### src/rtl/bos_emu_pkg.sv
// Shared types, widths and helpers for the BOS CCD signal-processor emulator.
// Holds the phase FSM encoding and the 12-bit output saturator.
package bos_emu_pkg;

  localparam int DAC_W = 14;
  localparam int Q_W   = 12;
  localparam int OFS_W = 13;

  typedef enum logic [1:0] {
    WAIT_SHP = 2'd0,
    WAIT_SHD = 2'd1,
    CALC     = 2'd2
  } phase_e;

  function automatic logic [Q_W-1:0] sat12(
    input logic signed [13:0] v
  );
    logic [Q_W-1:0] r;
    if (v < 14'sd0)
      r = '0;
    else if (v > 14'sd4095)
      r = '1;
    else
      r = v[Q_W-1:0];
    return r;
  endfunction

endpackage

### src/rtl/bos_emu_pipe.sv
// LATENCY-deep 12-bit shift register advanced by shift_en, plus output reg.
// Ports: sys_clk, n_rst, shift_en, d (new pixel code), q (registered tail).
module bos_emu_pipe
  import bos_emu_pkg::*;
#(
  parameter int LATENCY = 9
) (
  input  logic           sys_clk,
  input  logic           n_rst,
  input  logic           shift_en,
  input  logic [Q_W-1:0] d,
  output logic [Q_W-1:0] q
);

  logic [Q_W-1:0] stage_q [LATENCY];
  logic [Q_W-1:0] stage_d [LATENCY];
  logic [Q_W-1:0] q_q;
  logic [Q_W-1:0] q_d;

  always_comb begin
    stage_d = stage_q;
    if (shift_en) begin
      stage_d[0] = d;
      for (int i = 1; i < LATENCY; i++)
        stage_d[i] = stage_q[i-1];
    end
    q_d = stage_q[LATENCY-1];
  end

  always_ff @(posedge sys_clk or negedge n_rst) begin
    if (!n_rst) begin
      for (int i = 0; i < LATENCY; i++)
        stage_q[i] <= '0;
      q_q <= '0;
    end else begin
      stage_q <= stage_d;
      q_q     <= q_d;
    end
  end

  assign q = q_q;

endmodule

### src/rtl/bos_emulator.sv
// Digital-side model of the BOS CCD processor: CDS/ADC capture, OB clamp,
// pipelined 12-bit output. Ports: tester strobes in; q/dataclk/debug out.
module bos_emulator
  import bos_emu_pkg::*;
#(
  parameter int LATENCY   = 9,
  parameter int OB_TARGET = 64,
  parameter int OB_SHIFT  = 3
) (
  input  logic             sys_clk,
  input  logic             n_rst,
  input  logic             ccd_mode,
  input  logic [DAC_W-1:0] dac_d,
  input  logic             clk_fpga,
  input  logic             shp_fpga,
  input  logic             shd_fpga,
  input  logic             clpob_fpga,
  input  logic             pblk_fpga,
  output logic             dataclk_fpga,
  output logic [Q_W-1:0]   q_fpga,
  output logic [15:0]      pix_cnt,
  output logic [7:0]       seq_err_cnt,
  output logic [OFS_W-1:0] ob_offset
);

  localparam logic signed [14:0] OB_T = 15'(OB_TARGET);

  phase_e state_q, state_d;

  logic             clk_dly_q, shp_dly_q, shd_dly_q;
  logic             dclk_q;
  logic [DAC_W-1:0] rst_lvl_q, rst_lvl_d;
  logic [DAC_W-1:0] vid_lvl_q, vid_lvl_d;
  logic [Q_W-1:0]   pend_q, pend_d;
  logic [15:0]      pix_q, pix_d;
  logic [7:0]       err_q, err_d;
  logic [OFS_W-1:0] ofs_q, ofs_d;

  logic shp_rise, shd_rise, clk_fall;
  logic err_inc;

  assign shp_rise = shp_fpga & ~shp_dly_q;
  assign shd_rise = shd_fpga & ~shd_dly_q;
  assign clk_fall = ~clk_fpga & clk_dly_q;

  logic [DAC_W-1:0]  cds_mag;
  logic              cds_neg;
  logic [Q_W-1:0]    cds12;
  logic signed [13:0] diff14;
  logic [Q_W-1:0]    code;
  logic signed [14:0] ob_err;
  logic signed [14:0] ob_step;
  logic signed [15:0] ob_sum;
  logic [OFS_W-1:0]  ofs_new;

  always_comb begin
    cds_neg = rst_lvl_q < vid_lvl_q;
    cds_mag = rst_lvl_q - vid_lvl_q;
    if (!ccd_mode)
      cds12 = vid_lvl_q[DAC_W-1:2];
    else if (cds_neg)
      cds12 = '0;
    else
      cds12 = 12'(cds_mag >> 2);

    diff14 = $signed({2'b00, cds12})
           - $signed({ofs_q[OFS_W-1], ofs_q});
    code = pblk_fpga ? '0 : sat12(diff14);

    ob_err = $signed({3'b000, cds12}) - OB_T
           - $signed({{2{ofs_q[OFS_W-1]}}, ofs_q});
    ob_step = ob_err >>> OB_SHIFT;
    ob_sum = $signed({ob_step[14], ob_step})
           + $signed({{3{ofs_q[OFS_W-1]}}, ofs_q});
    if (ob_sum > 16'sd4095)
      ofs_new = 13'h0FFF;
    else if (ob_sum < -16'sd4096)
      ofs_new = 13'h1000;
    else
      ofs_new = ob_sum[OFS_W-1:0];
  end

  always_ff @(posedge sys_clk or negedge n_rst) begin
    if (!n_rst)
      state_q <= WAIT_SHP;
    else
      state_q <= state_d;
  end

  always_comb begin
    state_d = state_q;
    unique case (state_q)
      WAIT_SHP: begin
        if (shp_rise)
          state_d = WAIT_SHD;
        else if (shd_rise && !ccd_mode)
          state_d = CALC;
      end
      WAIT_SHD: if (shd_rise) state_d = CALC;
      CALC:     state_d = WAIT_SHP;
      default:  state_d = WAIT_SHP;
    endcase
  end

  always_comb begin
    rst_lvl_d = rst_lvl_q;
    vid_lvl_d = vid_lvl_q;
    pend_d    = pend_q;
    pix_d     = pix_q;
    ofs_d     = ofs_q;
    err_inc   = 1'b0;
    unique case (state_q)
      WAIT_SHP: begin
        if (shp_rise) begin
          rst_lvl_d = dac_d;
          err_inc   = shd_rise;
        end else if (shd_rise) begin
          if (ccd_mode) err_inc = 1'b1;
          else          vid_lvl_d = dac_d;
        end
      end
      WAIT_SHD: begin
        if (shd_rise) begin
          vid_lvl_d = dac_d;
        end else if (shp_rise) begin
          err_inc   = 1'b1;
          rst_lvl_d = dac_d;
        end
      end
      CALC: begin
        pend_d = code;
        pix_d  = pix_q + 16'd1;
        if (clpob_fpga) ofs_d = ofs_new;
      end
      default: ;
    endcase
    err_d = (err_inc && err_q != 8'hFF) ? err_q + 8'd1 : err_q;
  end

  always_ff @(posedge sys_clk or negedge n_rst) begin
    if (!n_rst) begin
      clk_dly_q <= 1'b0;
      shp_dly_q <= 1'b0;
      shd_dly_q <= 1'b0;
      dclk_q    <= 1'b0;
      rst_lvl_q <= '0;
      vid_lvl_q <= '0;
      pend_q    <= '0;
      pix_q     <= '0;
      err_q     <= '0;
      ofs_q     <= '0;
    end else begin
      clk_dly_q <= clk_fpga;
      shp_dly_q <= shp_fpga;
      shd_dly_q <= shd_fpga;
      dclk_q    <= clk_fpga;
      rst_lvl_q <= rst_lvl_d;
      vid_lvl_q <= vid_lvl_d;
      pend_q    <= pend_d;
      pix_q     <= pix_d;
      err_q     <= err_d;
      ofs_q     <= ofs_d;
    end
  end

  bos_emu_pipe #(
    .LATENCY (LATENCY)
  ) u_pipe (
    .sys_clk  (sys_clk),
    .n_rst    (n_rst),
    .shift_en (clk_fall),
    .d        (pend_q),
    .q        (q_fpga)
  );

  assign dataclk_fpga = dclk_q;
  assign pix_cnt      = pix_q;
  assign seq_err_cnt  = err_q;
  assign ob_offset    = ofs_q;

endmodule

### config.mk
export PLATFORM = sky130hd
export DESIGN_NAME = bos_emulator
export DESIGN_NICKNAME = d
export VERILOG_FILES = /design/src/rtl/bos_emu_pkg.sv /design/src/rtl/bos_emu_pipe.sv /design/src/rtl/bos_emulator.sv
export SDC_FILE = /design/constraint.sdc
export NUM_CORES = 1
export LEC_CHECK = 0
export BUFFER_PORTS_ARGS = -buffer_cell sky130_fd_sc_hd__buf_4
export CORE_UTILIZATION = 25
export DETAILED_ROUTE_END_ITERATION = 10
export PLACE_DENSITY_LB_ADDON = 0.12
export REMOVE_ABC_BUFFERS = 1
export SYNTH_ARGS = -nofsm -noshare
export SYNTH_HDL_FRONTEND = slang
export SYNTH_SLANG_ARGS = --single-unit
### constraint.sdc
create_clock -name sys_clk -period 6.83 [get_ports sys_clk]
set_input_delay 1.0245 -clock sys_clk [delete_from_list [all_inputs] [get_ports sys_clk]]
set_output_delay 1.0245 -clock sys_clk [all_outputs]
set_load 0.02 [all_outputs]
## Yosys cells after proc, flatten, opt, wreduce, memory -nomap -nowiden

Index checks and enable logic that the tools add are counted.

| storage, ports and cells | value |
|---|---|
| register bits | 202 |
| logic and storage cells | 81 |
| output and inout port bits | 50 |
| input bits | 22 |

| cells by class | value |
|---|---|
| add/subtract/negate cells | 7 |
| equality and inequality tests | 9 |
| reduce and logical (&&, ||, !) cells | 9 |
| bitwise logic cells | 6 |
| muxes and demuxes | 25 |
| $lt $le $gt $ge | 5 |

Operators with widths:

| operator | count |
|---|---|
| $mux 14 | 6 |
| $mux 12 | 5 |
| $pmux 14 s2 | 2 |
| $gt 14x13->1 const B | 2 |
| $sub 13x13->14 | 2 |
| $mux 13 | 2 |
| $add 16x1->16 const B | 1 |
| $add 11x13->14 | 1 |
| $lt 14x1->1 const B | 1 |
| $lt 14x13->1 const B | 1 |
| $lt 14x14->1 | 1 |
| $sub 14x14->14 | 1 |
| $sub 12x7->13 const B | 1 |
| $ne 2x2->1 const B | 5 |
| $add 8x1->8 const B | 1 |
| $ne 8x8->1 const B | 1 |
| $mux 2 | 3 |
| $reduce_and 2->1 | 3 |
| $mux 1 | 5 |
| $reduce_and 5->1 | 1 |
| $pmux 2 s2 | 1 |
| $and 1x1->1 | 3 |
| $ne 3x3->1 const B | 1 |
| $not 1->1 | 3 |
| 7 further kinds | 8 |

## Depth between registers and ports, before layout

Gate-level depths: netlist of the first run.

| depth | value |
|---|---|
| depth in word-level cells | 9 |
| mapped depth | 30 |
| gate-level depth less buffers | 28 |

## Modules after synthesis

Synthesis of the first run repeated with hierarchy kept, for this count alone.

| second synthesis, totals | value |
|---|---|
| cells, all modules | 826 |
| area total of the unflattened synthesis | 9,969.6 um^2 |

Modules (own cells, without submodules):

| module | seq. area each (um^2) | instances | area each (um^2) | cells each |
|---|---|---|---|---|
| bos_emulator | 2,052.0 | 1 | 5,590.4 | 586 |
| bos_emu_pipe | 3,002.9 | 1 | 4,379.2 | 240 |

## Worst setup path after synthesis of the first run

No wires, ideal clock.

| timing path | value |
|---|---|
| path type | flip-flop to flip-flop |
| from | reg vid_lvl_q[8] |
| to | reg ofs_q[11] (netlist: ob_offset[11]) |
| period minus slack after synthesis | 5,691 ps |
| slack | 1,139 ps |
| arrival time | 5,607 ps |
| cell stages (with the launch flop) | 31 |
| data required time | 6,746 ps |
| cells stage by stage | dfrtp_1 > inv_1 > ha_1 > clkbuf_1 > o21a_1 > o21a_1 > o21ai_1 > a21oi_1 > a41o_1 > clkbuf_1 > nand3_1 > o21ai_0 > ha_1 > nor2b_1 > o21a_1 > o21a_1 > o41ai_1 > a21boi_0 > o21ai_0 > nor2b_1 > xnor2_1 > ha_1 > o21a_1 > o21ai_0 > o21bai_1 > a21oi_1 > o41ai_1 > xnor2_1 > clkbuf_1 > a21oi_1 > o21ai_0 |

| on the way | value |
|---|---|
| word-level cells in the longest chain between the ends | 9 |
| elaborated cells between the ends (all ways) | 11 |
| those cells by class | add/sub: 4; order compare: 3; mux: 4 |

RTL lines:

| what | line | source |
|---|---|---|
| start, declared | bos_emulator.sv:33 | `logic [DAC_W-1:0] vid_lvl_q, vid_lvl_d;` |
| start signal, assigned | bos_emulator.sv:158 | `vid_lvl_q <= vid_lvl_d;` |
| $sub 14x14->14 or $lt 14x14->1 (tied branches) | bos_emulator.sv:58, bos_emulator.sv:57 |  |
| $mux 12 | bos_emulator.sv:61 | `else if (cds_neg)` |
| $mux 12 (*) | bos_emulator.sv:59 | `if (!ccd_mode)` |
| $sub 12x7->13 (*) | bos_emulator.sv:70 | `ob_err = $signed({3'b000, cds12}) - OB_T` |
| $sub 13x13->14 (*) | bos_emulator.sv:71 | `- $signed({{2{ofs_q[OFS_W-1]}}, ofs_q});` |
| $add 11x13->14 (*) | bos_emulator.sv:74 | `+ $signed({{3{ofs_q[OFS_W-1]}}, ofs_q});` |
| $lt 14x13->1 | bos_emulator.sv:77 | `else if (ob_sum < -16'sd4096)` |
| $mux 13 | bos_emulator.sv:77 |  |
| $mux 13 (*) | bos_emulator.sv:75 | `if (ob_sum > 16'sd4095)` |
| end signal, assigned | bos_emulator.sv:162 | `ofs_q <= ofs_d;` |
| end, declared | bos_emulator.sv:37 | `logic [OFS_W-1:0] ofs_q, ofs_d;` |

Mark *: on every way between the ends. The rest lies on a longest branch, timed or not.
A chain may end at the register's enable or synchronous reset.

## Final worst setup path of the first run

| timing path | value |
|---|---|
| from | reg vid_lvl_q[2] |
| to | reg ofs_q[4] (netlist: ob_offset[4]) |

Same word-level chain as after synthesis.

==> out/qor.csv, run 1 <==
stage;metric;value;unit
status;status;completed;
sta;slew_headroom;35.1;%
grt;met1_usage;14.5;%
sta;layout_min_cycle_time;6.33;ns
finish;antenna_cells;0;
finish;multi_input_area;4490;sq um
floorplanning;coreArea;38600;sq um
yosys;synth_cells;836;
setup_path;rrSetupSlack;0.50;ns
finish;drive_above_1_share;28.7;%
yosys;syn_avg_cell_area;11.7;sq um
yosys;seq_area_frac_synth;51.5;%
yosys;ys_top_cells_by_area;dfrtp_1, mux2_2, ha_1;
sta;slew_viol_final;0;
sta;fmax;158;MHz
yosys;synth.most_common_cell;dfrtp_1;
sta;tightest_slew;0.973;ns
clock_network;clockRootBuffer;clkbuf_16;
setup_path;end_kind;flop;
sta;clock_skew;0.0267;ns
sta;setup_ws;0.504;ns
yosys;synthTopCellsByCount;dfrtp_1, mux2_2, nand2_1, ha_1, nor2_1;
setup_path;rr_worst_depth;28;
clock_network;cts_setup_buffers;0;
routing;drtIter0Drc;196;
yosys;yosys.area.top_type;dfrtp_1;
setup_path;max_stage_delay;0.40;ns
setup_path;critPathArrivalTime;6.76;ns
yosys;synth_seq_cells;202;
floorplanning;die_h;200;um
yosys;synth_flop_cell;dfrtp_1;
placement;dp_slack;0.415;ns
finish;area_delta_synth_final;19.8;%
routing;wl;21.2;mm
floorplanning;initial_utilization;25.4;%
placement;detailed_place_hpwl;14.9;mm
grt;grt_max_degree;75;
floorplanning;die_area;40000;sq um
yosys;async_flop_share;100;%
sta;period_share;92.6;%
sta;setup_viol_count_final;0;
yosys;yosysTopAreaCellShare;51.5;%
sta;hold_viol;0;
grt;overflow;0;
finish;nets;987;
grt;grt_pass1_wl;35.2;mm
clock_network;cts_buffer_depth;3;
yosys;synth_edf_count;0;
grt;use_met3;2.18;%
yosys;netlist_area;9810;sq um
grt;grt_pass1_vias;6379;
floorplanning;pin_count;72;
min_path;min_path_cells;0;
setup_path;crit_type;flop to flop;
finish;instances_no_fill;1451;
routing;wl_per_cell;14.6;um
yosys;synth.distinct_cells;63;
grt;top_usage_layer;met2;
grt;antenna_found_initial;0;
routing;via_per_inst;4.40;
placement;gp_congestion;0.781;
placement;io_buffers;71;
floorplanning;dieWidth;200;um
floorplanning;rows;72;
clock_network;cts.sinks;202;
sta;tns;0;ns
setup_path;startpoint_type;flop;
finish;n_fill_cell;3972;
grt;grtUsageMet2;17.5;%
routing;antenna_left;0;
setup_path;critPathMostFrequentCell;o21ai_0;
setup_path;slowest_stage;a41o_2;
setup_path;cp.required;7.26;ns
clock_network;clk_latency;0.55;ns
flow_run;max_cap_viol_count;0;
clock_network;cts_max_level;1;
min_path;hold_path.class;flop to flop;
placement;dpl.cell_count;1406;
routing;num_vias;6386;
sta;grt_setup_unrepaired;false;
setup_path;critPathMaxFanout;10;
yosys;ys_warn_count;0;
finish;regArea;5050;sq um
clock_network;cts_tree;yes;
clock_network;cts_made_buffers;25;
clock_network;clk_pin_slew_worst_paths;0.06;ns
grt;track_usage;10.8;%
routing;first_pass_iters;4;
routing;drc;0;
==> kinds of logic (layout without fill, tap and decap cells) <==
logic type / Yosys count / in the layout / share of synthesized area, %
xor gates and xnor gates: 53 / 53 / 4.73
buffers and inverters: 72 / 169 / 2.87
DFF: 202 / 202 / 51.5
adders and majority gates: 50 / 50 / 6.53
muxes: 124 / 124 / 14.2
AOI/OAI and AO/OA: 156 / 156 / 11.2
and+or+nand+nor: 179 / 179 / 8.94
==> routing by layer <==
metal	part of all wire (%)	wire length (um)	vias up
met4	2.3	486	0
met3	3.0	646	28
met5	0	0	-
met2	47	10100	72
met1	47	10000	3132
li1	-	-	3154
==> flip-flops by register name, indices dropped and copies added (netlist names) <==
name and flops:
rst_lvl_q 14, shd_dly_q 1, vid_lvl_q 14, ob_offset 13, pend_q 12, u_pipe.q_d 12, u_pipe.stage_q 96, seq_err_cnt 8
pix_cnt 16, dataclk_fpga 1, u_pipe.q 12, state_q 2, shp_dly_q 1
==> critical path, delay by kind of cell, from the launching register on <==
family | cells | cell delay [ns]
adders and majority gates | 3 | 0.82
AOI/OAI and AO/OA | 18 | 3.99
buffers and inverters | 2 | 0.30
xor gates and xnor gates | 2 | 0.28
DFF | 1 | 0.36
and+or+nand+nor | 3 | 0.43
==> placed cells by master (no fill, tap or decap), types with 12 or more instances in the layout <==
cell type,synthesis,layout
mux2_2,124,124
o21a_1,12,12
inv_1,43,43
buf_4,1,78
xnor2_1,41,41
clkbuf_16,0,25
nor2_1,47,47
xor2_1,12,12
a21oi_1,27,27
o21ai_0,37,37
a221o_1,12,12
dfrtp_1,202,202
ha_1,48,48
nand2_1,53,53
nand3_1,20,20
==> stage by stage <==
stage	hold WS, ns	instance area [sq um]	utilization (%)
after floorplan	0.350	9700	-
after global placement	0.358	11000	28.4
after detailed placement	0.363	11000	28.4
after CTS	0.376	11800	30.4
after global routing	0.383	11800	30.4
final	0.372	11800	30.4
==> cell type report <==
class	instances	area share [%]
multi-input combinational	562	38.2
inverter	45	1.44
clock inverter	6	0.415
timing repair buffer	79	5.11
sequential	202	43.0
clock buffer	39	6.37
tap	518	5.51
==> final timing paths <==
path	from	end
worst max-delay path	vid_lvl_q[2]$_DFFE_PN0P_	ob_offset[4]$_DFFE_PN0P_
worst min-delay path	u_pipe.q_d[11]$_DFFE_PN0P_	u_pipe.q[11]$_DFF_PN0_
worst max register to register	vid_lvl_q[2]$_DFFE_PN0P_	ob_offset[4]$_DFFE_PN0P_
worst min register to register	u_pipe.q_d[11]$_DFFE_PN0P_	u_pipe.q[11]$_DFF_PN0_
max in group asynchronous	n_rst	u_pipe.stage_q[93]$_DFFE_PN0P_
min in group asynchronous	n_rst	pix_cnt[15]$_DFFE_PN0N_
==> repair_timing <==
action	in CTS	in global routing
resized for setup	0	1
hold buffers	0	0
setup endpoints to repair	0	6
Power of run 1 is left out: the tool's default activity adds up to more than one toggle a clock period on the data nets, which glitch-free logic cannot reach.
==> run 2: changes to the inputs <==
--- a/config.mk
+++ b/config.mk
@@ -6,6 +6,8 @@
 export NUM_CORES = 1
 export LEC_CHECK = 0
 export BUFFER_PORTS_ARGS = -buffer_cell sky130_fd_sc_hd__buf_4
+export CELL_PAD_IN_SITES_DETAIL_PLACEMENT = 1
+export CELL_PAD_IN_SITES_GLOBAL_PLACEMENT = 1
 export CORE_UTILIZATION = 25
 export DETAILED_ROUTE_END_ITERATION = 10
 export PLACE_DENSITY_LB_ADDON = 0.12
==> constraint.sdc (replaced) <==
create_clock -name sys_clk -period 6.83 [get_ports sys_clk]
set_input_delay 0.683 -clock sys_clk [delete_from_list [all_inputs] [get_ports sys_clk]]
set_output_delay 0.683 -clock sys_clk [all_outputs]
set_load 0.02 [all_outputs]
==> run 2 against run 1 <==
Critical path depth unchanged. Core utilization up 0.22 points. Largest cell class unchanged. Worst hold slack worse by 0.23 ns. Fmax up 0.89%. Count of clock-buffer cells in the layout down 6. Global-route usage up 0.73 points. Flip-flop and latch count unchanged. Die area unchanged.
==> out/qor.csv, run 2 (synthesis results as in run 1) <==
stage;metric;value;unit;change
status;status;completed;;
routing;wl_per_cell;15.6;um;+6.8%
setup_path;end_kind;flop;;
sta;setup_viol_count_final;0;;unchanged
finish;antenna_cells;0;;unchanged
grt;antenna_found_initial;0;;unchanged
placement;placed_area;11000;sq um;about the same
finish;regMostFlops;u_pipe.stage_q;;
setup_path;crit_type;flop to flop;;
clock_network;clk_latency;0.55;ns;about the same
min_path;hold_path.class;input port to async pin;;
grt;use_met3;2.23;%;+0.049 points
sta;slew_headroom;32.2;%;-3.0 points
routing;first_pass_iters;4;;unchanged
setup_path;critPathMaxFanout;12;;+2
finish;largest_reg_flops;96;;unchanged
setup_path;cp_num_buf_inv;2;;unchanged
grt;met1_usage;15.2;%;+0.72 points
grt;grt_pass1_wl;37.7;mm;+7.0%
sta;grt_setup_unrepaired;false;;
clock_network;clockRootBuffer;clkbuf_16;;
floorplanning;die_area;40000;sq um;unchanged
setup_path;startpoint_type;flop;;
sta;slew_viol_final;0;;unchanged
clock_network;clk_pin_slew_worst_paths;0.06;ns;about the same
setup_path;worst_r2r_endpoint;ob_offset[10]$_DFFE_PN0P_;;
finish;nets;986;;-0.10%
flow_run;max_cap_viol_count;0;;unchanged
finish;fin_area;11800;sq um;+0.72%
clock_network;cts_tree;yes;;
floorplanning;die_h;200;um;unchanged
clock_network;cts_made_buffers;25;;unchanged
sta;period_share;91.8;%;-0.82 points
routing;antenna_left;0;;unchanged
finish;layout_common_cells;dfrtp_1, mux2_2, buf_4;;
setup_path;rrSetupSlack;0.56;ns;+0.06 ns
finish;area_delta_synth_final;20.7;%;
finish;utilization;30.6;%;+0.22 points
clock_network;holdBufCountCts;0;;unchanged
finish;layout_commonest_cell;dfrtp_1;;
setup_path;crit_family;compound AO/OA/AOI/OAI gates;;
clock_network;cts_max_level;1;;unchanged
sta;layout_min_cycle_time;6.27;ns;-0.0560 ns
grt;track_usage;11.5;%;+0.73 points
floorplanning;coreArea;38600;sq um;unchanged
placement;gp_congestion;0.755;;-3.4%
setup_path;startpoint;vid_lvl_q[2]$_DFFE_PN0P_;;
clock_network;cts_buffer_depth;3;;unchanged
floorplanning;initial_utilization;25.4;%;unchanged
grt;grt_max_degree;104;;+39%
clock_network;cts.sinks;202;;unchanged
grt;grt_pass1_vias;6839;;+7.2%
floorplanning;pin_count;72;;unchanged
setup_path;r2r_start;vid_lvl_q[2]$_DFFE_PN0P_;;
floorplanning;rows;72;;unchanged
sta;hold_viol;0;;unchanged
grt;overflow;0;;unchanged
sta;tightest_slew;1.02;ns;+0.0443 ns
placement;detailed_place_hpwl;15.8;mm;+6.1%
placement;io_buffers;71;;unchanged
setup_path;critPathArrivalTime;6.72;ns;-0.04 ns
sta;fmax;160;MHz;+0.89%
routing;wl;22.7;mm;+6.8%
grt;top_usage_layer;met2;;
setup_path;slowest_stage;dfrtp_1;;
setup_path;cp.required;7.28;ns;+0.02 ns
floorplanning;dieWidth;200;um;unchanged
sta;clock_skew;0.0114;ns;-0.0153 ns
setup_path;max_stage_delay;0.36;ns;-0.04 ns
sta;tns;0;ns;unchanged
setup_path;rr_worst_depth;28;;unchanged
routing;num_vias;6496;;+1.7%
grt;grtUsageMet2;19.0;%;+1.6 points
setup_path;path_depth;28;;unchanged
clock_network;cts_setup_buffers;0;;unchanged
finish;drive_above_1_share;29.4;%;+0.64 points
routing;drtIter0Drc;240;;+22%
routing;via_per_inst;4.48;;+1.7%
routing;drc;0;;unchanged
==> run 2: cell types whose count changed in the layout (fill, tap and decap cells not counted), moves of 2 or more <==
| cell | delta |
|---|---|
| clkbuf_1 | -5 |
| clkinvlp_4 | +3 |
| buf_4 | -2 |
| bufinv_16 | +2 |
==> run 2: stage by stage <==
| step | hold slack, ns | setup slack [ns] | instances |
|---|---|---|---|
| 3_3_place_gp | 0.358 | 0.629 | 1405 |
| 4_1_cts | 0.199 | 0.316 | 1451 |
| 5_1_grt | 0.220 | 0.104 | 1451 |
| 6_report | 0.138 | 0.560 | 1451 |
| 3_5_place_dp | 0.363 | 0.391 | 1405 |
| 2_1_floorplan | 0.350 | 0.582 | 809 |
==> run 2: worst max path at each step <==
stage / endpoint
floorplan: u_pipe.q_d[0]$_DFFE_PN0P_
global placement: ob_offset[7]$_DFFE_PN0P_
detailed placement: ob_offset[4]$_DFFE_PN0P_
CTS: ob_offset[7]$_DFFE_PN0P_
global route: ob_offset[8]$_DFFE_PN0P_
finish: ob_offset[10]$_DFFE_PN0P_
==> run 2: timing repair <==
action / 4_1_cts / 5_1_grt
gates resized for setup: 0 / 2
endpoints found under the setup margin: 0 / 10
endpoints found under the hold margin: 0 / 0
==> run 2: layer usage <==
metal  routed length, um  up-vias
li1                    -     3135
met2               10800       65
met4                 562        0
met3                 724       36
met1               10600     3260
met5                   0        -
==> run 2: final cells by class <==
cell class,count,area (sq um)
clock inverter,13,151
multi-input combinational,562,4500
timing repair buffer,78,606
fill,4262,26800
clock buffer,33,716
tap,518,648
sequential,202,5050
inverter,45,169
Power of run 2 is left out for the same reason.
